===== config.mk =====
export PLATFORM = sky130hd
export DESIGN_NAME = sevseg_scan_ctrl
export DESIGN_NICKNAME = d
export VERILOG_FILES = /design/src/rtl/sevseg_scan_ctrl.sv
export SDC_FILE = /design/constraint.sdc
export NUM_CORES = 1
export LEC_CHECK = 0
export ABC_AREA = 1
export CORE_MARGIN = 10
export CORE_UTILIZATION = 61
export CTS_BUF_LIST = sky130_fd_sc_hd__clkbuf_4 sky130_fd_sc_hd__clkbuf_8
export CTS_CLUSTER_DIAMETER = 40
export DETAILED_ROUTE_END_ITERATION = 12
export PLACE_DENSITY = 0.88
export SYNTH_ARGS = -nofsm -noshare
export SYNTH_HDL_FRONTEND = slang
export SYNTH_SLANG_ARGS = --single-unit

===== constraint.sdc =====
create_clock -name clk -period 4 [get_ports clk]
set_input_delay 1 -clock clk [delete_from_list [all_inputs] [get_ports clk]]
set_output_delay 1 -clock clk [all_outputs]
set_load 0.05 [all_outputs]

===== src/rtl/sevseg_scan_ctrl.sv =====
// Multiplexed 7-segment scan driver with frame-latched data and blanking gap.
// Optional per-digit blinking is enabled by defining SEVSEG_BLINK_EN.
module sevseg_scan_ctrl #(
  parameter int NUM_DIGITS     = 5,
  parameter int REFRESH_DIV    = 100000,
  parameter int BLANK_CYCLES   = 1000,
  parameter bit SEG_ACTIVE_LOW = 1'b1,
  parameter bit AN_ACTIVE_LOW  = 1'b1
`ifdef SEVSEG_BLINK_EN
  ,
  parameter int BLINK_FRAMES   = 64
`endif
) (
  input  logic                      clk,
  input  logic                      rst,
  input  logic [4*NUM_DIGITS-1:0]   bcd_in,
  input  logic [NUM_DIGITS-1:0]     dp_mask,
`ifdef SEVSEG_BLINK_EN
  input  logic [NUM_DIGITS-1:0]     blink_mask,
`endif
  input  logic                      lz_blank_en,
  output logic [6:0]                SEG,
  output logic                      DP,
  output logic [NUM_DIGITS-1:0]     AN,
  output logic                      frame_start
);

  localparam int IW = NUM_DIGITS > 1 ? $clog2(NUM_DIGITS) : 1;
  localparam int CW = $clog2(REFRESH_DIV);

  localparam logic [6:0] SEG_OFF = SEG_ACTIVE_LOW ? 7'h7f : 7'h00;
  localparam logic       DP_OFF  = SEG_ACTIVE_LOW;
  localparam logic [NUM_DIGITS-1:0] AN_OFF =
    AN_ACTIVE_LOW ? {NUM_DIGITS{1'b1}} : '0;

  logic [CW-1:0]           cnt;
  logic [IW-1:0]           idx;
  logic                    first;
  logic [4*NUM_DIGITS-1:0] sh_bcd;
  logic [NUM_DIGITS-1:0]   sh_dp;
  logic                    sh_lz;

  logic                    wrap_slot;
  logic                    last_idx;
  logic                    boundary;
  logic                    active;
  logic                    lead;
  logic                    lz_hit;
  logic                    blink_off;
  logic [3:0]              digit;
  logic [6:0]              seg_lt;
  logic                    dp_on;
  logic [NUM_DIGITS-1:0]   an_on;

  function automatic logic [6:0] dec(input logic [3:0] d);
    case (d)
      4'd0:    dec = 7'b1000000;
      4'd1:    dec = 7'b1111001;
      4'd2:    dec = 7'b0100100;
      4'd3:    dec = 7'b0110000;
      4'd4:    dec = 7'b0011001;
      4'd5:    dec = 7'b0010010;
      4'd6:    dec = 7'b0000010;
      4'd7:    dec = 7'b1111000;
      4'd8:    dec = 7'b0000000;
      4'd9:    dec = 7'b0010000;
      default: dec = 7'b1111111;
    endcase
  endfunction

  assign wrap_slot = cnt == CW'(REFRESH_DIV - 1);
  assign last_idx  = idx == IW'(NUM_DIGITS - 1);
  // The first clock out of reset acts as a frame boundary with cnt held at 0.
  assign boundary  = first | (wrap_slot & last_idx);
  assign active    = cnt >= CW'(BLANK_CYCLES);
  assign digit     = sh_bcd[{idx, 2'b00} +: 4];

  always_comb begin
    lead = 1'b1;
    for (int j = 0; j < NUM_DIGITS; j++) begin
      if (j >= int'(idx) &&
          (sh_bcd[4*j +: 4] != 4'd0 || sh_dp[j]))
        lead = 1'b0;
    end
    lz_hit = sh_lz & lead & (idx != '0);
  end

  always_comb begin
    seg_lt = (lz_hit | blink_off) ? 7'h7f : dec(digit);
    dp_on  = sh_dp[idx] & ~blink_off;
    an_on  = '0;
    an_on[idx] = active;
  end

  always_ff @(posedge clk) begin
    if (rst) begin
      cnt         <= '0;
      idx         <= '0;
      first       <= 1'b1;
      sh_bcd      <= '0;
      sh_dp       <= '0;
      sh_lz       <= 1'b0;
      frame_start <= 1'b0;
      AN          <= AN_OFF;
      SEG         <= SEG_OFF;
      DP          <= DP_OFF;
    end else begin
      first       <= 1'b0;
      frame_start <= boundary;
      if (boundary) begin
        sh_bcd <= bcd_in;
        sh_dp  <= dp_mask;
        sh_lz  <= lz_blank_en;
      end
      if (!first) begin
        if (wrap_slot) begin
          cnt <= '0;
          idx <= last_idx ? '0 : idx + 1'b1;
        end else begin
          cnt <= cnt + 1'b1;
        end
      end
      if (active) begin
        AN  <= AN_ACTIVE_LOW ? ~an_on : an_on;
        SEG <= SEG_ACTIVE_LOW ? seg_lt : ~seg_lt;
        DP  <= SEG_ACTIVE_LOW ? ~dp_on : dp_on;
      end else begin
        AN  <= AN_OFF;
        SEG <= SEG_OFF;
        DP  <= DP_OFF;
      end
    end
  end

`ifdef SEVSEG_BLINK_EN
  localparam int FW = BLINK_FRAMES > 1 ? $clog2(BLINK_FRAMES) : 1;

  logic [FW-1:0]         fcnt;
  logic                  phase;
  logic [NUM_DIGITS-1:0] sh_blink;

  always_ff @(posedge clk) begin
    if (rst) begin
      fcnt     <= '0;
      phase    <= 1'b0;
      sh_blink <= '0;
    end else if (boundary) begin
      sh_blink <= blink_mask;
      if (fcnt == FW'(BLINK_FRAMES - 1)) begin
        fcnt  <= '0;
        phase <= ~phase;
      end else begin
        fcnt <= fcnt + 1'b1;
      end
    end
  end

  assign blink_off = phase & sh_blink[idx];
`else
  assign blink_off = 1'b0;
`endif

endmodule

==> results.sh <==
export IMPL_status="completed"
export IMPL_worst_slew_margin_rel_pct=34.3
export IMPL_dpl_hpwl_microns=5260
export IMPL_drive_above_1_share_pct=5.92
export IMPL_fin_crit_ns=2.75
export IMPL_antenna_found_initial=0
export IMPL_worst_slew_pin_slew_ns=0.983
export IMPL_synth_seq_cells=61
export IMPL_drc=0
export IMPL_cap_violations=0
export IMPL_cts_sinks=61
export IMPL_clk_latency_ns=0.34
export IMPL_start_util_pct=64.0
export IMPL_n_antenna_cell=0
export IMPL_gr_total_overflow=0
export IMPL_grt_pass1_wl_microns=12400
export IMPL_ir_worst_vdd_mv=0.254
export IMPL_vias_per_cell=5.30
export IMPL_yosysWarnings=0
export IMPL_crit_type="flip-flop to flip-flop"
export IMPL_grt_usage_pct=17.7
export IMPL_grt_max_degree=57
export IMPL_cpLargestDelayFamily="simple AND/OR/NAND/NOR gates"
export IMPL_synthCells=450
export IMPL_antenna_left=0
export IMPL_finClkSkew_ns=0.00944
export IMPL_drtPass1Iterations=6
export IMPL_tns_ns=0
export IMPL_netlist_area_sq_mm=0.00306
export IMPL_dieHeight_microns=90.9
export IMPL_dp_slack_ns=1.10
export IMPL_seq_area_frac_synth_pct=39.9
export IMPL_die_x_microns=90.9
export IMPL_root_buffer="clkbuf_8"
export IMPL_yosysUniqueCellTypes=32
export IMPL_min_period_over_period_pct=68.6
export IMPL_port_buffers=41
export IMPL_cts_tree="built"
export IMPL_clk_pin_slew_ns=0.07
export IMPL_cts_setup_buffers=0
export IMPL_routed_wl_microns=7070
export IMPL_cts_made_buffers=9
export IMPL_routedWlPerCell_microns=12.7
export IMPL_crit_path_top_delay_cell="nand4_2"
export IMPL_worst_slack_ns=1.25
export IMPL_pin_count=42
export IMPL_area_growth_synth_to_final_pct=20.1
export IMPL_crit_chain="inv_2 -> ha_1 -> nand2_1 -> inv_1 -> nand4_2 -> buf_4 -> a21oi_1 -> nor2_1"
export IMPL_crit_buf_inv=3
export IMPL_ctsResizeCount=0
export IMPL_syn_num_nets=488
export IMPL_max_freq_ghz=0.364
export IMPL_leakage_uw=0.00164
export IMPL_hold_buffers=0
export IMPL_dieArea_sq_mm=0.00826
export IMPL_cts_max_path_buffers=2
export IMPL_rsz0062_at_grt="false"
export IMPL_worstSetupEndpointType="flip-flop"
export IMPL_fp_row_count=25
export IMPL_startpoint_type="flip-flop"
export IMPL_fin_nets=524
export IMPL_critPathMaxStageDelay_ns=0.75
export IMPL_required_ns=4.24
export IMPL_p_per_area_mw_per_mm2=348
export IMPL_maxSlewViolCount=0
export IMPL_cp_arrival_ns=2.98
export IMPL_htreeDepth=3
export IMPL_setup_viol=0
export IMPL_final_cell_mix="nand2_1, nor2_1, nand3_1"
export IMPL_drtIter0Drc=237
export IMPL_report_final_hold_viol_count=0
export IMPL_hp_class="flip-flop to flip-flop"
export IMPL_layout_commonest_cell="nand2_1"
export IMPL_vias=2950
export IMPL_path_max_fanout=41
export IMPL_grt_pass1_vias=2816
export IMPL_syn_area_per_cell_sq_um=6.81
export IMPL_gp_congestion=0.935
export IMPL_fp_coreArea_sq_mm=0.00479
## registers in the layout (all words and copies together) (netlist names)
signal,cells
sh_bcd,20
cnt,17
SEG,7
AN,5
sh_dp,5
idx,3
DP,1
first,1
frame_start,1
sh_lz,1
## cell type report
type                       instances  area, sq um
tap                               67         83.8
sequential                        61         1220
clock buffer                      14          180
clock inverter                     1         5.00
fill                             380         1110
multi-input combinational        313         1540
timing repair buffer              44          433
inverter                          57          216
## Yosys cell counts, drive strengths merged
cell type   n  area [sq um]
o22ai       2          12.5
buf        13          63.8
ha         10           125
a31oi       1          6.26
nor2       70           275
a211oi      1          7.51
nand2      86           325
inv        56           213
clkbuf      6          22.5
or2         2          12.5
nor3       10          50.1
nand3      66           330
and2        1          6.26
xor2        9          78.8
a21oi      32           164
nor3b       2          15.0
clkinv      1          3.75
o21ai       8          40.0
o21bai      3          22.5
nand4      10          68.8
dfxtp      61          1220
## logic make-up (layout without fill, tap and decap cells)
family | after synthesis | after routing | synth area share [%]
AO/OA/AOI/OAI | 47 | 47 | 8.25
XOR/XNOR | 9 | 9 | 2.57
adder cells (fa/ha/maj) | 10 | 10 | 4.08
buffers and inverters | 76 | 116 | 9.88
flip-flops | 61 | 61 | 39.9
AND/OR/NAND/NOR | 247 | 247 | 35.4
## worst reg2reg max path: cells and delay by family (launching register included)
kind | cells | cell delay, ns
adder cells (fa/ha/maj) | 1 | 0.25
flip-flops | 1 | 0.47
AO/OA/AOI/OAI | 1 | 0.16
buffers and inverters | 3 | 0.85
AND/OR/NAND/NOR | 3 | 0.91
## metrics by stage
step / utilization, % / instances / area (sq um) / power, uW / hold slack, ns
detailed placement: 73.0 / 542 / 3490 / 788 / 0.497
global placement: 73.0 / 542 / 3490 / 784 / 0.492
floorplan: - / 450 / 3060 / 739 / 0.470
global route: 76.9 / 557 / 3680 / 1340 / 0.525
CTS: 76.9 / 557 / 3680 / 1280 / 0.510
finish: 76.9 / 557 / 3680 / 1280 / 0.511
## power by group
| part | switching, uW | leakage [uW] | internal, uW |
|---|---|---|---|
| clock | 220 | 0.0000994 | 285 |
| combinational | 73.9 | 0.00104 | 60.9 |
| sequential | 13.6 | 0.000500 | 629 |
## metal layers
| metal | vias up | GRT usage [%] | routed length, microns |
|---|---|---|---|
| li1 | 1516 | - | - |
| met3 | 23 | 4.07 | 385 |
| met4 | 0 | 8.22 | 208 |
| met2 | 93 | 31.6 | 3600 |
| met1 | 1318 | 19.4 | 2870 |
| met5 | - | 0 | 0 |
## worst paths after layout
kind | startpoint | endpoint | slack (ns) | cells past startpoint
min | cnt[6]$_SDFFE_PP0N_ | cnt[6]$_SDFFE_PP0N_ | 0.51 | 2
max | idx[0]$_SDFFE_PP0P_ | sh_bcd[15]$_SDFFE_PP0P_ | 1.25 | 8
max reg2reg | idx[0]$_SDFFE_PP0P_ | sh_bcd[15]$_SDFFE_PP0P_ | 1.25 | 8
min reg2reg | cnt[6]$_SDFFE_PP0N_ | cnt[6]$_SDFFE_PP0N_ | 0.51 | 2
Note: power is estimated with default switching activity, not from simulation.
